**config.mk**
```make
export PLATFORM = sky130hd
export DESIGN_NAME = mux4_rr_arbiter
export DESIGN_NICKNAME = d
export VERILOG_FILES = /design/src/rtl/mux4_arb_pkg.sv /design/src/rtl/mux4_rr_pick.sv /design/src/rtl/mux4_rr_arbiter.sv
export SDC_FILE = /design/constraint.sdc
export NUM_CORES = 1
export LEC_CHECK = 0
export CORE_MARGIN = 2
export CORE_UTILIZATION = 37
export DETAILED_ROUTE_END_ITERATION = 16
export PLACE_DENSITY = 0.9
export SYNTH_ARGS = -nofsm -noshare
export SYNTH_HDL_FRONTEND = slang
export SYNTH_SLANG_ARGS = --single-unit
```
**constraint.sdc**
```tcl
create_clock -name clk -period 1.7 [get_ports clk]
set_input_delay 0.425 -clock clk [delete_from_list [all_inputs] [get_ports clk]]
set_output_delay 0.425 -clock clk [all_outputs]
set_load 0.02 [all_outputs]
```
**src/rtl/mux4_arb_pkg.sv**
```systemverilog
// Shared types and constants for the four-requester round-robin arbiter.
package mux4_arb_pkg;
  localparam int NREQ  = 4;
  localparam int SEL_W = 2;

  typedef enum logic {
    ARB_IDLE = 1'b0,
    ARB_BUSY = 1'b1
  } arb_state_e;
endpackage

```
**src/rtl/mux4_rr_pick.sv**
```systemverilog
// Combinational rotating-priority picker: first set request scanning ptr, ptr+1, ... mod 4.
module mux4_rr_pick
  import mux4_arb_pkg::*;
(
  input  logic [NREQ-1:0]  req,
  input  logic [SEL_W-1:0] ptr,
  output logic             any,
  output logic [SEL_W-1:0] idx
);

  logic [SEL_W-1:0] cand;
  logic             found;

  always_comb begin
    idx   = ptr;
    cand  = ptr;
    found = 1'b0;
    // Index arithmetic wraps naturally in SEL_W bits.
    for (int k = 0; k < NREQ; k++) begin
      cand = ptr + SEL_W'(k);
      if (!found && req[cand]) begin
        idx   = cand;
        found = 1'b1;
      end
    end
  end

  assign any = |req;

endmodule

```
**src/rtl/mux4_rr_arbiter.sv**
```systemverilog
// Round-robin arbiter driving a 4:1 data mux with valid/ready output and per-requester ack.
// Optional burst hold (lock port) is enabled by defining MUX4_ARB_LOCK_EN.
module mux4_rr_arbiter
  import mux4_arb_pkg::*;
#(
  parameter int DW = 4
) (
  input  logic              clk,
  input  logic              rst,
  input  logic [NREQ-1:0]   req,
  input  logic [DW-1:0]     a,
  input  logic [DW-1:0]     b,
  input  logic [DW-1:0]     c,
  input  logic [DW-1:0]     d,
`ifdef MUX4_ARB_LOCK_EN
  input  logic [NREQ-1:0]   lock,
`endif
  output logic [DW-1:0]     out,
  output logic [SEL_W-1:0]  sel,
  output logic              out_valid,
  input  logic              out_ready,
  output logic [NREQ-1:0]   grant,
  output logic [NREQ-1:0]   ack
);

  arb_state_e       state_q, state_d;
  logic [SEL_W-1:0] ptr_q, ptr_d;
  logic [SEL_W-1:0] sel_q, sel_d;
  logic             vld_q, vld_d;
  logic [NREQ-1:0]  grant_q, grant_d;

  logic             pick_any;
  logic [SEL_W-1:0] pick_idx;
  logic             hs;
  logic             hold;

  mux4_rr_pick u_pick (
    .req (req),
    .ptr (ptr_q),
    .any (pick_any),
    .idx (pick_idx)
  );

  assign hs = vld_q & out_ready;

`ifdef MUX4_ARB_LOCK_EN
  assign hold = lock[sel_q] & req[sel_q];
`else
  assign hold = 1'b0;
`endif

  always_comb begin
    state_d = state_q;
    ptr_d   = ptr_q;
    sel_d   = sel_q;
    vld_d   = vld_q;
    grant_d = grant_q;
    case (state_q)
      ARB_IDLE: begin
        if (pick_any) begin
          sel_d   = pick_idx;
          grant_d = {{(NREQ-1){1'b0}}, 1'b1} << pick_idx;
          vld_d   = 1'b1;
          state_d = ARB_BUSY;
        end
      end
      ARB_BUSY: begin
        // A locked handshake keeps sel and ptr so the same requester streams its next word.
        if (hs && !hold) begin
          ptr_d   = sel_q + SEL_W'(1);
          vld_d   = 1'b0;
          grant_d = '0;
          state_d = ARB_IDLE;
        end
      end
      default: state_d = ARB_IDLE;
    endcase
  end

  always_ff @(posedge clk) begin
    if (rst) begin
      state_q <= ARB_IDLE;
      ptr_q   <= '0;
      sel_q   <= '0;
      vld_q   <= 1'b0;
      grant_q <= '0;
    end else begin
      state_q <= state_d;
      ptr_q   <= ptr_d;
      sel_q   <= sel_d;
      vld_q   <= vld_d;
      grant_q <= grant_d;
    end
  end

  always_comb begin
    out = a;
    case (sel_q)
      2'd0: out = a;
      2'd1: out = b;
      2'd2: out = c;
      2'd3: out = d;
      default: out = a;
    endcase
  end

  assign sel       = sel_q;
  assign out_valid = vld_q;
  assign grant     = grant_q;
  assign ack       = grant_q & {NREQ{hs}};

endmodule

```
==> flow_summary.html, run 1 <==
<table>
<tr><th>Metric</th><th>Value</th></tr>
<tr><th colspan="2">Run status</th></tr>
<tr><td>Outcome</td><td>complete, but fails checks</td></tr>
<tr><td>Failing checks</td><td>negative setup slack</td></tr>
<tr><th colspan="2">Global route</th></tr>
<tr><td>Number of antenna violations at the first check in global routing</td><td>0</td></tr>
<tr><td>First-pass GRT wire length</td><td>2820 µm</td></tr>
<tr><td>GRT Total Usage</td><td>0.192</td></tr>
<tr><td>Vias in the first global route</td><td>687</td></tr>
<tr><td>Total global routing overflow</td><td>0</td></tr>
<tr><td>Largest net degree at the start of global routing</td><td>11</td></tr>
<tr><th colspan="2">Detailed routing</th></tr>
<tr><td>Wirelength per Cell</td><td>14.0 µm</td></tr>
<tr><td>Remaining antenna violation count</td><td>0</td></tr>
<tr><td>Post-Route WL</td><td>2140 µm</td></tr>
<tr><td>Detail-routed via count per cell</td><td>5.28</td></tr>
<tr><td>Number of DRC violations after detailed-routing iteration 0</td><td>16</td></tr>
<tr><td>Residual DRC</td><td>0</td></tr>
<tr><td>Drt pass-1 iters</td><td>5</td></tr>
<tr><td>Count of vias placed by the detailed router</td><td>803</td></tr>
<tr><th colspan="2">Timing</th></tr>
<tr><td>Number of endpoints failing setup at the final stage</td><td>4</td></tr>
<tr><td>Slew headroom</td><td>0.720</td></tr>
<tr><td>Fin. max-slew vios</td><td>0</td></tr>
<tr><td>Clock period minus worst slack</td><td>1.94 ns</td></tr>
<tr><td>RSZ-0062 raised after global routing</td><td>true</td></tr>
<tr><td>Achievable Freq</td><td>516 MHz</td></tr>
<tr><td>Fin worst setup slack</td><td>-0.240 ns</td></tr>
<tr><td>Final critical-path share of the clock period</td><td>1.14</td></tr>
<tr><td>Tightest Pin Transition</td><td>0.416 ns</td></tr>
<tr><td>Hold WS</td><td>0.487 ns</td></tr>
<tr><td>Setup Skew</td><td>0.00894 ns</td></tr>
<tr><td>Final count of hold timing violations</td><td>0</td></tr>
<tr><th colspan="2">Hold path</th></tr>
<tr><td>Start point of the worst hold path</td><td>grant[3]</td></tr>
<tr><td>Hold-critical path depth</td><td>2</td></tr>
<tr><td>Worst min path class</td><td>reg2reg</td></tr>
<tr><td>Endpoint with the worst hold slack</td><td>grant[3]</td></tr>
<tr><th colspan="2">Yosys</th></tr>
<tr><td>Fraction of the yosys area taken by sequential cells</td><td>0.302</td></tr>
<tr><td>Leading register cell type out of synthesis</td><td>sky130_fd_sc_hd__dfxtp_1</td></tr>
<tr><td>Yosys top cell by area</td><td>sky130_fd_sc_hd__dfxtp_1</td></tr>
<tr><td>Gate count of the mapped netlist</td><td>81</td></tr>
<tr><td>Count of flip-flops with a built-in enable after synthesis</td><td>0</td></tr>
<tr><td>Synthesis Warnings</td><td>0</td></tr>
<tr><td>Top area cells in the synthesized netlist</td><td>sky130_fd_sc_hd__dfxtp_1, sky130_fd_sc_hd__ha_1, sky130_fd_sc_hd__mux2i_1</td></tr>
<tr><td>Mean area per synthesized cell</td><td>8.17 µm²</td></tr>
<tr><td>Yosys top cell area share</td><td>0.302</td></tr>
<tr><td>Most numerous cell types in the synthesized netlist</td><td>sky130_fd_sc_hd__dfxtp_1, sky130_fd_sc_hd__inv_1, sky130_fd_sc_hd__a21oi_1</td></tr>
<tr><td>Fraction of registers with async set/reset</td><td>0</td></tr>
<tr><td>Synthesized area</td><td>662 µm²</td></tr>
<tr><td>Seq cells post-synth</td><td>10</td></tr>
<tr><td>Distinct cell type count after synthesis</td><td>26</td></tr>
<tr><td>Syn Nets</td><td>108</td></tr>
<tr><td>Most used standard cell by instance count after synthesis</td><td>sky130_fd_sc_hd__dfxtp_1</td></tr>
<tr><th colspan="2">Cells and area</th></tr>
<tr><td>Finished layout cell area</td><td>1190 µm²</td></tr>
<tr><td>Final net count</td><td>155</td></tr>
<tr><td>Final cell count without fillers</td><td>152</td></tr>
<tr><td>Antenna fix cells</td><td>0</td></tr>
<tr><td>Share of post-route cells with drive strength above 1</td><td>0.236</td></tr>
<tr><td>Area growth from synthesis to layout</td><td>79.2%</td></tr>
<tr><td>Area of combinational cells with multiple inputs</td><td>454 µm²</td></tr>
<tr><td>Fillcell total</td><td>136</td></tr>
<tr><td>Sequential standard cell area</td><td>209 µm²</td></tr>
<tr><th colspan="2">Clock network</th></tr>
<tr><td>Cell at the root of the clock tree</td><td>sky130_fd_sc_hd__clkbuf_4</td></tr>
<tr><td>CTS max path bufs</td><td>2</td></tr>
<tr><td>TritonCTS sink count</td><td>10</td></tr>
<tr><td>Number of clock buffers inserted by TritonCTS</td><td>3</td></tr>
<tr><td>Buffers inserted by post-CTS timing repair</td><td>0</td></tr>
<tr><td>Number of H-tree levels</td><td>1</td></tr>
<tr><td>Clk slew on worst S/H paths</td><td>0.08 ns</td></tr>
<tr><td>Insertion delay of the later-clocked pin in the worst-skew pair</td><td>0.28 ns</td></tr>
<tr><td>TritonCTS clock tree</td><td>done</td></tr>
<tr><td>Post-cts hold buffer count</td><td>0</td></tr>
<tr><th colspan="2">Placement</th></tr>
<tr><td>Number of placed instances, taps included</td><td>148</td></tr>
<tr><td>HPWL Detailed</td><td>1580 µm</td></tr>
<tr><td>Area of placed instances</td><td>1110 µm²</td></tr>
<tr><td>Number of buffers inserted by port buffering</td><td>37</td></tr>
<tr><td>Final RePlAce weighted congestion</td><td>0.807</td></tr>
<tr><th colspan="2">Worst setup path</th></tr>
<tr><td>Reg2reg end</td><td>grant[0]</td></tr>
<tr><td>Worst flop-to-flop path startpoint</td><td>ptr_q[1]</td></tr>
<tr><td>Kind of critical path</td><td>reg2out</td></tr>
<tr><td>Slowest stage cell, crit path</td><td>sky130_fd_sc_hd__dfxtp_4</td></tr>
<tr><td>Crit start category</td><td>flop</td></tr>
<tr><td>Kind of end point of the critical path</td><td>primary output</td></tr>
<tr><td>Kind of cell with the highest combined delay on the critical path</td><td>flip-flops</td></tr>
<tr><td>CP Buf/Inv Count</td><td>2</td></tr>
<tr><td>Slowest stage delay, CP</td><td>0.40 ns</td></tr>
<tr><td>Worst r2r path cells</td><td>5</td></tr>
<tr><td>Crit-path max FO</td><td>4</td></tr>
<tr><td>Crit path cell chain</td><td>inv_4, ha_4, a222oi_1, mux2i_2, buf_4</td></tr>
<tr><td>Worst reg-to-reg setup slack</td><td>0.26 ns</td></tr>
<tr><td>Required time at the worst-slack endpoint</td><td>1.27 ns</td></tr>
<tr><td>CP Data Arrival Time</td><td>1.51 ns</td></tr>
<tr><th colspan="2">Floorplan</th></tr>
<tr><td>Row count</td><td>15</td></tr>
<tr><td>DIE AREA</td><td>2140 µm²</td></tr>
<tr><td>Horiz. Die Dim</td><td>46.3 µm</td></tr>
<tr><td>Initial Util</td><td>0.388</td></tr>
<tr><td>Number of I/O pins</td><td>38</td></tr>
<tr><td>Height of the die</td><td>46.3 µm</td></tr>
<tr><td>Placeable core region</td><td>1710 µm²</td></tr>
<tr><th colspan="2">Pwr</th></tr>
<tr><td>Highest ir drop seen on vdd</td><td>0.000469 V</td></tr>
<tr><td>Pleak</td><td>0.590 nW</td></tr>
<tr><td>Cell area power density</td><td>599 nW/µm²</td></tr>
<tr><th colspan="2">Flow run</th></tr>
<tr><td>Max-capacitance violation count</td><td>0</td></tr>
</table>
cell usage in the layout (no fill, tap or decap), types with 2 or more instances in the layout:
cell | synthesis | final
sky130_fd_sc_hd__ha_4 | 0 | 3
sky130_fd_sc_hd__nand3_1 | 6 | 6
sky130_fd_sc_hd__nand2_1 | 5 | 5
sky130_fd_sc_hd__dfxtp_1 | 10 | 7
sky130_fd_sc_hd__nand3b_1 | 2 | 2
sky130_fd_sc_hd__dfxtp_4 | 0 | 2
sky130_fd_sc_hd__nor2b_1 | 2 | 2
sky130_fd_sc_hd__dlygate4sd2_1 | 0 | 7
sky130_fd_sc_hd__inv_4 | 0 | 2
sky130_fd_sc_hd__a222oi_1 | 4 | 4
sky130_fd_sc_hd__a21oi_1 | 7 | 7
sky130_fd_sc_hd__inv_1 | 8 | 6
sky130_fd_sc_hd__mux2i_2 | 0 | 2
sky130_fd_sc_hd__clkbuf_4 | 0 | 3
sky130_fd_sc_hd__a21oi_2 | 2 | 2
sky130_fd_sc_hd__buf_4 | 1 | 10
sky130_fd_sc_hd__buf_2 | 0 | 2
sky130_fd_sc_hd__nor2_1 | 6 | 6
sky130_fd_sc_hd__o21ai_0 | 2 | 2
sky130_fd_sc_hd__clkdlybuf4s50_1 | 0 | 20
sky130_fd_sc_hd__and3_1 | 5 | 5
sky130_fd_sc_hd__mux2i_1 | 5 | 3
sky130_fd_sc_hd__or2_1 | 2 | 2
sky130_fd_sc_hd__dlymetal6s2s_1 | 0 | 5
cell families (layout without fill, tap and decap cells):
kind of cell,after synthesis,in the layout,share of synthesized area
fa+ha+maj,4,4,0.0756
simple gates,32,32,0.253
compound gates,19,19,0.214
buf+inv,11,57,0.0794
flops,10,10,0.302
mux,5,5,0.0756
flip-flops by register name, summed over array words and instances, names as in the netlist:
register	flops
grant	4
state_q	1
ptr_q	2
sel	2
out_valid	1
layer usage:
layer	up-vias	GRT usage	share of wire
met5	-	0	0
met4	0	0.0971	0.016
met3	6	0.0745	0.086
met2	44	0.356	0.51
met1	368	0.179	0.38
li1	385	-	-
worst max path at each step:
stage          startpoint  endpoint  slack (ns)  cells after the start
2_1_floorplan      sel[0]    out[1]      -0.007                      4
3_3_place_gp         d[3]    out[3]       -0.61                      4
3_5_place_dp         d[0]    out[0]       -0.63                      4
4_1_cts            sel[0]    out[0]       -0.26                      5
5_1_grt            sel[1]    out[3]       -0.32                      5
6_report           sel[1]    out[3]       -0.24                      5
metrics by stage:
| stage | TNS (ns) | worst slack, ns | total power, W | util |
|---|---|---|---|---|
| detailed placement | -5.61 | -0.634 | 0.000494 | 0.651 |
| global route | -1.56 | -0.316 | 0.000746 | 0.695 |
| floorplan | -0.0135 | -0.00674 | 0.000372 | - |
| finish | -0.835 | -0.240 | 0.000710 | 0.695 |
| global placement | -5.16 | -0.610 | 0.000487 | 0.651 |
| CTS | -0.880 | -0.257 | 0.000710 | 0.686 |
worst reg2reg max path: stages (launching register included):
cell and delay (ns):
sky130_fd_sc_hd__dfxtp_1 0.36, sky130_fd_sc_hd__or2_1 0.25, sky130_fd_sc_hd__a21oi_2 0.15, sky130_fd_sc_hd__o31ai_2 0.08, sky130_fd_sc_hd__or3_1 0.40, sky130_fd_sc_hd__a21oi_2 0.14
report_power, final:
| part | internal (W) | leakage (nW) | total (W) | switching (W) |
|---|---|---|---|---|
| clock network | 0.000130 | 0.0210 | 0.000224 | 0.0000937 |
| logic | 0.000120 | 0.486 | 0.000222 | 0.000103 |
| registers | 0.000247 | 0.0836 | 0.000264 | 0.0000173 |
layout make-up:
class	count	share of cell area
clock buffers	4	0.0306
inverters	8	0.0295
multi-input cells	60	0.383
flip-flops and latches	10	0.176
well taps	25	0.0264
repair buffers	45	0.354
repair_timing:
action                     CTS  global route
gates resized for setup     40             6
pin swaps                    4             0
setup endpoints to repair   11            13
Note: power is estimated with default switching activity, not from simulation.
==> run 2: changes to the inputs <==
--- a/config.mk
+++ b/config.mk
@@ -5,7 +5,6 @@
 export SDC_FILE = /design/constraint.sdc
 export NUM_CORES = 1
 export LEC_CHECK = 0
-export CORE_MARGIN = 2
 export CORE_UTILIZATION = 37
 export DETAILED_ROUTE_END_ITERATION = 16
 export PLACE_DENSITY = 0.9
==> flow_summary.html, run 2 (synthesis gave the netlist of run 1 again) <==
<table>
<tr><th>Metric</th><th>Value</th></tr>
<tr><th colspan="2">Run status</th></tr>
<tr><td>Outcome</td><td>complete, but fails checks</td></tr>
<tr><td>Failing checks</td><td>negative setup slack</td></tr>
<tr><th colspan="2">Placement</th></tr>
<tr><td>HPWL Detailed</td><td>1490 µm (-5.6%)</td></tr>
<tr><td>Number of placed instances, taps included</td><td>148 (unchanged)</td></tr>
<tr><td>Number of buffers inserted by port buffering</td><td>37 (unchanged)</td></tr>
<tr><td>Area of placed instances</td><td>1120 µm² (+0.56%)</td></tr>
<tr><td>Final RePlAce weighted congestion</td><td>0.775 (-3.9%)</td></tr>
<tr><th colspan="2">Cells and area</th></tr>
<tr><td>Share of post-route cells with drive strength above 1</td><td>0.266 (+0.0294)</td></tr>
<tr><td>Flip-flop count of the largest register after layout</td><td>4 (unchanged)</td></tr>
<tr><td>Most frequent standard cell in the layout excluding fill and tap cells</td><td>sky130_fd_sc_hd__clkdlybuf4s50_1</td></tr>
<tr><td>Most frequent cells in the layout</td><td>sky130_fd_sc_hd__clkdlybuf4s50_1, sky130_fd_sc_hd__dlygate4sd2_1, sky130_fd_sc_hd__buf_4</td></tr>
<tr><td>Finished layout cell area</td><td>1180 µm² (-0.63%)</td></tr>
<tr><td>Fillcell total</td><td>120 (-12%)</td></tr>
<tr><td>Final net count</td><td>156 (+0.65%)</td></tr>
<tr><td>Final cell count without fillers</td><td>152 (unchanged)</td></tr>
<tr><td>Antenna fix cells</td><td>0 (unchanged)</td></tr>
<tr><td>Area growth from synthesis to layout</td><td>78.1%</td></tr>
<tr><th colspan="2">Clock network</th></tr>
<tr><td>TritonCTS clock tree</td><td>done</td></tr>
<tr><td>Post-cts hold buffer count</td><td>0 (unchanged)</td></tr>
<tr><td>Buffers inserted by post-CTS timing repair</td><td>0 (unchanged)</td></tr>
<tr><td>Cell at the root of the clock tree</td><td>sky130_fd_sc_hd__clkbuf_4</td></tr>
<tr><td>Clk slew on worst S/H paths</td><td>0.07 ns (about the same)</td></tr>
<tr><td>Insertion delay of the later-clocked pin in the worst-skew pair</td><td>0.28 ns (about the same)</td></tr>
<tr><td>Number of clock buffers inserted by TritonCTS</td><td>3 (unchanged)</td></tr>
<tr><td>Number of H-tree levels</td><td>1 (unchanged)</td></tr>
<tr><td>CTS max path bufs</td><td>2 (unchanged)</td></tr>
<tr><td>TritonCTS sink count</td><td>10 (unchanged)</td></tr>
<tr><th colspan="2">Floorplan</th></tr>
<tr><td>Number of I/O pins</td><td>38 (unchanged)</td></tr>
<tr><td>Height of the die</td><td>44.3 µm (-4.3%)</td></tr>
<tr><td>DIE AREA</td><td>1960 µm² (-8.5%)</td></tr>
<tr><td>Initial Util</td><td>0.415 (+0.0277)</td></tr>
<tr><td>Placeable core region</td><td>1590 µm² (-6.7%)</td></tr>
<tr><td>Row count</td><td>14 (-1)</td></tr>
<tr><td>Horiz. Die Dim</td><td>44.3 µm (-4.3%)</td></tr>
<tr><th colspan="2">Detailed routing</th></tr>
<tr><td>Wirelength per Cell</td><td>13.7 µm (-2.5%)</td></tr>
<tr><td>Detail-routed via count per cell</td><td>5.39 (+2.1%)</td></tr>
<tr><td>Drt pass-1 iters</td><td>5 (unchanged)</td></tr>
<tr><td>Remaining antenna violation count</td><td>0 (unchanged)</td></tr>
<tr><td>Count of vias placed by the detailed router</td><td>820 (+2.1%)</td></tr>
<tr><td>Post-Route WL</td><td>2080 µm (-2.5%)</td></tr>
<tr><td>Number of DRC violations after detailed-routing iteration 0</td><td>31 (+15)</td></tr>
<tr><td>Residual DRC</td><td>0 (unchanged)</td></tr>
<tr><th colspan="2">Timing</th></tr>
<tr><td>Fin worst setup slack</td><td>-0.280 ns (-0.0403 ns)</td></tr>
<tr><td>Slew headroom</td><td>0.735 (+0.0155)</td></tr>
<tr><td>Setup Skew</td><td>0.00270 ns (-0.00624 ns)</td></tr>
<tr><td>Setup_tns</td><td>-1.02 ns (-0.186 ns)</td></tr>
<tr><td>Final critical-path share of the clock period</td><td>1.16 (+0.0237)</td></tr>
<tr><td>RSZ-0062 raised after global routing</td><td>true</td></tr>
<tr><td>Clock period minus worst slack</td><td>1.98 ns (+0.0403 ns)</td></tr>
<tr><td>Hold WS</td><td>0.488 ns (+0.00120 ns)</td></tr>
<tr><td>Fin. max-slew vios</td><td>0 (unchanged)</td></tr>
<tr><td>Tightest Pin Transition</td><td>0.396 ns (-0.0207 ns)</td></tr>
<tr><td>Achievable Freq</td><td>505 MHz (-2.0%)</td></tr>
<tr><td>Number of endpoints failing setup at the final stage</td><td>4 (unchanged)</td></tr>
<tr><td>Final count of hold timing violations</td><td>0 (unchanged)</td></tr>
<tr><th colspan="2">Worst setup path</th></tr>
<tr><td>CP Data Arrival Time</td><td>1.55 ns (+0.04 ns)</td></tr>
<tr><td>Kind of critical path</td><td>reg2out</td></tr>
<tr><td>Crit-path max FO</td><td>4 (unchanged)</td></tr>
<tr><td>Required time at the worst-slack endpoint</td><td>1.27 ns (about the same)</td></tr>
<tr><td>Kind of end point of the critical path</td><td>primary output</td></tr>
<tr><td>Crit start category</td><td>flop</td></tr>
<tr><th colspan="2">Global route</th></tr>
<tr><td>Number of antenna violations at the first check in global routing</td><td>0 (unchanged)</td></tr>
<tr><td>Total global routing overflow</td><td>0 (unchanged)</td></tr>
<tr><td>First-pass GRT wire length</td><td>3060 µm (+8.6%)</td></tr>
<tr><td>Largest net degree at the start of global routing</td><td>11 (unchanged)</td></tr>
<tr><td>GRT Total Usage</td><td>0.214 (+0.0221)</td></tr>
<tr><td>Vias in the first global route</td><td>747 (+8.7%)</td></tr>
<tr><th colspan="2">Pwr</th></tr>
<tr><td>Highest ir drop seen on vdd</td><td>0.000490 V (+4.6%)</td></tr>
<tr><td>Total Power</td><td>0.000718 W (+1.1%)</td></tr>
<tr><td>Pleak</td><td>0.546 nW (-7.6%)</td></tr>
<tr><td>Cell area power density</td><td>609 nW/µm² (+1.8%)</td></tr>
<tr><th colspan="2">Hold path</th></tr>
<tr><td>Worst min path class</td><td>reg2reg</td></tr>
<tr><th colspan="2">Flow run</th></tr>
<tr><td>Max-capacitance violation count</td><td>0 (unchanged)</td></tr>
</table>
-- run 2: worst max-delay path, cell delays in order, from the launching register on --
cell                       delay, ns
sky130_fd_sc_hd__dfxtp_4        0.38
sky130_fd_sc_hd__inv_1          0.07
sky130_fd_sc_hd__ha_2           0.19
sky130_fd_sc_hd__a222oi_1       0.35
sky130_fd_sc_hd__mux2i_2        0.11
sky130_fd_sc_hd__buf_2          0.17
-- run 2: layer usage --
layer	track usage	vias to the layer above	part of all wire
met3	0.0571	5	0.095
met1	0.225	383	0.38
li1	-	387	-
met5	0	-	0
met2	0.379	45	0.51
met4	0.127	0	0.019
-- run 2: worst paths after layout --
kind,to,start,slack (ns),depth (start not counted)
max reg2reg,grant[0],ptr_q[1],0.24,5
min reg2reg,grant[3],grant[3],0.49,2
max,out[3],sel[1],-0.28,5
min,grant[3],grant[3],0.49,2
-- run 2: cell type report --
class | count | area (µm²) | share of cell area
multi-input cells | 60 | 458 | 0.389
repair buffers | 46 | 413 | 0.350
flip-flops and latches | 10 | 209 | 0.177
clock buffers | 4 | 36.3 | 0.0308
inverters | 8 | 32.5 | 0.0276
well taps | 24 | 30.0 | 0.0255
-- run 2: repair_timing --
action,in CTS,in global routing
endpoints found under the setup margin,12,13
resized for setup,41,6
pin swaps,4,1
-- run 2: through the flow --
step	utilization	setup WS (ns)
5_1_grt	0.739	-0.362
3_3_place_gp	0.701	-0.623
3_5_place_dp	0.701	-0.661
4_1_cts	0.724	-0.287
6_report	0.739	-0.280
2_1_floorplan	-	-0.00674
-- run 2: report_power, final --
part           switching [W]  internal (W)
registers          0.0000168      0.000246
logic               0.000103      0.000121
clock network       0.000101      0.000131
